### config.mk
export PLATFORM = sky130hd
export DESIGN_NAME = jk_q_monitor
export DESIGN_NICKNAME = d
export VERILOG_FILES = /design/src/rtl/jk_q_monitor.sv
export SDC_FILE = /design/constraint.sdc
export NUM_CORES = 1
export LEC_CHECK = 0
export ABC_CLOCK_PERIOD_IN_PS = 1800
export CAP_MARGIN = 30
export CELL_PAD_IN_SITES_DETAIL_PLACEMENT = 1
export CELL_PAD_IN_SITES_GLOBAL_PLACEMENT = 2
export CORE_ASPECT_RATIO = 0.75
export CORE_MARGIN = 4
export CORE_UTILIZATION = 32
export CTS_CLUSTER_SIZE = 16
export DETAILED_ROUTE_END_ITERATION = 10
export HOLD_SLACK_MARGIN = 0.15
export MAX_ROUTING_LAYER = met4
export PLACE_DENSITY_LB_ADDON = 0.1
export SYNTH_ARGS = -nofsm -noshare
export SYNTH_HDL_FRONTEND = slang
export SYNTH_SLANG_ARGS = --single-unit
export TNS_END_PERCENT = 5
### constraint.sdc
create_clock -name clk -period 1.8 [get_ports clk]
set_input_delay 0.54 -clock clk [delete_from_list [all_inputs] [get_ports clk]]
set_output_delay 0.54 -clock clk [all_outputs]
set_load 0.01 [all_outputs]
### src/rtl/jk_q_monitor.sv
// Observer for a JK flip-flop Q output: counts rising and falling transitions and
// queues {new level, previous run length} records into a small valid/ready FIFO.
module jk_q_monitor #(
    parameter int CNT_W = 8,
    parameter int DEPTH = 4
) (
    input  logic                     clk,
    input  logic                     rst,
    input  logic                     q_in,
    input  logic                     clr,
    output logic [CNT_W-1:0]         rise_cnt,
    output logic [CNT_W-1:0]         fall_cnt,
    output logic                     evt_valid,
    input  logic                     evt_ready,
    output logic                     evt_level,
    output logic [CNT_W-1:0]         evt_len,
    output logic [$clog2(DEPTH):0]   evt_count,
    output logic                     overflow
);
    localparam int AW = $clog2(DEPTH);
    localparam logic [AW:0]      PTR_ONE = 1;
    localparam logic [AW:0]      FULL_CNT = DEPTH[AW:0];
    localparam logic [CNT_W-1:0] CNT_ONE = 1;

    logic                        r_q_prev;
    logic [CNT_W-1:0]            r_run_cnt;
    logic [CNT_W-1:0]            r_rise;
    logic [CNT_W-1:0]            r_fall;
    logic                        r_ovf;
    logic [DEPTH-1:0]            r_lvl;
    logic [DEPTH-1:0][CNT_W-1:0] r_len;
    logic [AW:0]                 r_wptr;
    logic [AW:0]                 r_rptr;

    logic        w_edge;
    logic        w_pop;
    logic        w_full;
    logic        w_push;
    logic        w_drop;
    logic [AW:0] w_count;

    function automatic logic [CNT_W-1:0] sat_inc(input logic [CNT_W-1:0] v);
        return (&v) ? v : v + CNT_ONE;
    endfunction

    // Pointers carry an extra wrap bit so full and empty are distinguishable.
    assign w_count = r_wptr - r_rptr;
    assign w_full  = (w_count == FULL_CNT);
    assign w_edge  = (q_in != r_q_prev);
    assign w_pop   = evt_valid && evt_ready;
    assign w_push  = w_edge && (!w_full || w_pop);
    assign w_drop  = w_edge && w_full && !w_pop;

    always_ff @(posedge clk) begin
        if (rst) begin
            r_q_prev  <= 1'b0;
            r_run_cnt <= '0;
            r_rise    <= '0;
            r_fall    <= '0;
            r_ovf     <= 1'b0;
            r_lvl     <= '0;
            r_len     <= '0;
            r_wptr    <= '0;
            r_rptr    <= '0;
        end else begin
            r_q_prev  <= q_in;
            r_run_cnt <= w_edge ? CNT_ONE : sat_inc(r_run_cnt);
            // Clear beats same-cycle increments and a same-cycle drop.
            if (clr) begin
                r_rise <= '0;
                r_fall <= '0;
                r_ovf  <= 1'b0;
            end else begin
                if (w_edge && q_in)  r_rise <= sat_inc(r_rise);
                if (w_edge && !q_in) r_fall <= sat_inc(r_fall);
                if (w_drop)          r_ovf  <= 1'b1;
            end
            if (w_push) begin
                r_lvl[r_wptr[AW-1:0]] <= q_in;
                r_len[r_wptr[AW-1:0]] <= r_run_cnt;
                r_wptr                <= r_wptr + PTR_ONE;
            end
            if (w_pop) r_rptr <= r_rptr + PTR_ONE;
        end
    end

    assign rise_cnt  = r_rise;
    assign fall_cnt  = r_fall;
    assign overflow  = r_ovf;
    assign evt_count = w_count;
    assign evt_valid = (w_count != '0);
    assign evt_level = r_lvl[r_rptr[AW-1:0]];
    assign evt_len   = r_len[r_rptr[AW-1:0]];

endmodule

==> metrics <==
Sequential Power Share 32.3%; min-delay worst type reg -> reg; CP Launch Type register; Async SR Flop Fraction 0%; die area 0.0117 mm^2; # port buffers 34; status finished, violations left; minimum clock period 2350 ps; cell area after synthesis 0.00320 mm^2; Worst EP arrival 1810 ps; vias in the first global route 2,650; critical path class reg -> out; switching share of power 29.4%; placed insts 509; H-Tree Depth 3; core area 0.00970 mm^2; final setup fails 55; P&R area growth vs syn 42.1%; CTS clk-pin slew, worst paths 60 ps; EDFF count, synth 0; setup ws final -545 ps; Max-cap violations 0; DRC viols 0; dpl ws -642 ps; Finished Layout Cells 536; Starting Density 33.0%; DRT iter0 DRCs 90; Fmax 426 MHz; violated checks negative setup slack; crit-path leading delay family adder cells; Layout Skew 4.62 ps; die height 94.5 um; Comb power frac 34.1%; Worst Path Buf+Inv 3; Clk pwr share 33.6%; P_int 0.00357 W; number of diodes 0; Clock Tree Buf Depth 2; final period utilization 130%; worst hold slack 461 ps; DR vias 2,567; Pwr per Cell Area 1110 mW/mm^2; Vias/cell 4.79; Total Routing Usage GR 16.0%; Max stage delay on crit path 350 ps; Routability Congestion 0.735; most frequent cell after synthesis dfxtp_1; Yosys reg bits 68; Req. time, crit path 1260 ps; I/O pins 35; Worst-Skew Late Latency 330 ps; Final Hold Fails 0; Seq/Total Area, Yosys 42.6%; largest net degree at the start of global routing 45; syn_nets 339; Mean Syn Cell Area 9.96 um^2; GRT overflow 0; Final ANT Viol Nets 0; global-route wire length before repair 13,900 um; NetSw 0.00149 W; worst vdd ir 0.544 mV; WL per Instance 16.0 um; Post-synth top cells dfxtp_1, nor2_1, mux2i_1, ha_1, inv_1; Synth Instances 321; leakage power 2.12 nW; Unique masters post-synth 42; # rows 31; Initial DRT Pass Iterations 4; CP Cell Sequence inv_4 -> ha_4 -> fa_2 -> xnor3_2 -> buf_6 -> nand3_2 -> buf_6; total wire length 8580 um; nets 417; Primary FF master, synth dfxtp_1; top-area cell type share of the netlist area 42.6%; slew margin rel. 68.7%; Power Total 0.00505 W; Die W 123 um; critical-path maximum fanout 3; CTS Buf Count 9; RSZ-0062 raised after global routing true; Worst setup EP type output port; DP HPWL 5740 um; CTS tree yes; leading area contributor after synthesis dfxtp_1; Area contributors post-synth dfxtp_1, mux2i_1, nor2_1; crit path max-delay cell type dfxtp_2; CTS sink count 68; share of layout cells above drive strength 1 30.9%; Slew Viols, Final 0; # hold bufs at CTS 0; root buf cell clkbuf_16; Slew @ Worst Pin 470 ps; Most common cell on crit path buf_6; Ys Warns 0; initial antenna violation count 0
==> state kept, by name, summed over array words and instances (netlist names) <==
| name | cells |
|---|---|
| rise_cnt | 8 |
| r_len | 32 |
| r_lvl | 4 |
| r_rptr | 3 |
| r_q_prev | 1 |
| fall_cnt | 8 |
| overflow | 1 |
| r_wptr | 3 |
| r_run_cnt | 8 |
==> metal layers <==
layer	global-route usage, %	vias up	part of all wire [%]
li1	-	1273	-
met1	22.2	1251	53
met2	22.7	33	43
met3	4.19	10	3.0
met4	4.70	0	1.1
met5	-	-	0
==> metrics by stage <==
step	setup TNS [ps]	cell area, um^2	utilization, %
detailed placement	-32870	3960	40.8
CTS	-21070	4390	45.3
finish	-18880	4540	46.8
global placement	-33640	3960	40.8
floorplan	-1210	3230	-
global route	-23820	4540	46.8
==> cells in the final DEF, fill, tap and decap left out, types with 3 or more instances in the layout <==
cell,synthesis,layout
mux4_2,9,9
buf_6,5,20
nor3_1,6,4
dfxtp_1,68,58
xnor2_1,4,4
ha_4,0,3
clkinv_2,0,3
buf_12,0,4
buf_4,0,34
o21ai_4,0,5
dlygate4sd2_1,0,8
o21bai_1,4,3
and3_1,4,4
xor2_1,8,8
nor2_1,63,63
clkbuf_8,1,3
clkdlybuf4s50_1,0,8
nor2b_1,4,4
a31oi_1,3,3
nand4_1,6,6
and2_1,3,3
dfxtp_2,0,8
o21ai_0,7,7
clkbuf_16,0,10
nand2_1,9,9
inv_1,10,7
mux2i_1,42,40
a21oi_1,7,6
dlymetal6s2s_1,0,5
nand3_1,7,6
ha_1,12,9
and4_1,3,3
==> power by group through the flow <==
stage | combinational [W] | clock (W) | sequential (W)
floorplan | 0.000709 | 0 | 0.00164
global placement | 0.00128 | 0 | 0.00163
detailed placement | 0.00130 | 0 | 0.00163
CTS | 0.00157 | 0.00174 | 0.00162
global route | 0.00186 | 0.00182 | 0.00164
finish | 0.00172 | 0.00170 | 0.00163
==> cells by family (layout without fill, tap and decap cells) <==
kind of cell	after synthesis	in the layout	share of synthesized area, %
AOI/OAI and AO/OA	31	31	6.30
xor gates and xnor gates	13	13	4.03
adders and majority gates	13	13	5.32
buffers and inverters	29	112	5.13
DFF	68	68	42.6
muxes	51	51	19.5
and+or+nand+nor	116	116	17.1
==> worst paths after layout <==
path,slack [ps],cells past startpoint,start,to
max,-550,7,r_wptr[0]$_SDFFE_PP0P_,evt_valid
min,460,2,overflow$_SDFFE_PP0P_,overflow$_SDFFE_PP0P_
max reg2reg,-460,10,r_wptr[0]$_SDFFE_PP0P_,r_len[14]$_SDFFE_PP0P_
min reg2reg,460,2,overflow$_SDFFE_PP0P_,overflow$_SDFFE_PP0P_
==> worst register-to-register path: stages, from the launching register on <==
cell	delay, ps
dfxtp_2	350
inv_4	50
ha_4	150
fa_2	350
xnor3_2	290
buf_6	160
buf_8	120
o21ai_4	220
buf_12	170
mux2i_1	210
nor2_1	60
==> area by class of cell <==
class	count	area, um^2
Fill cell	1075	5150
Inverter	11	46.3
Timing Repair Buffer	85	866
Sequential cell	68	1380
Clock buffer	12	267
Clock inverter	4	22.5
Multi-Input combinational cell	224	1800
Tap cell	132	165
==> timing repair <==
action,in CTS,in global routing
pin swaps,6,8
setup endpoints to repair,79,65
setup buffers,5,5
cloned,1,1
resized for setup,96,29
Note: power is estimated with default switching activity, not from simulation.
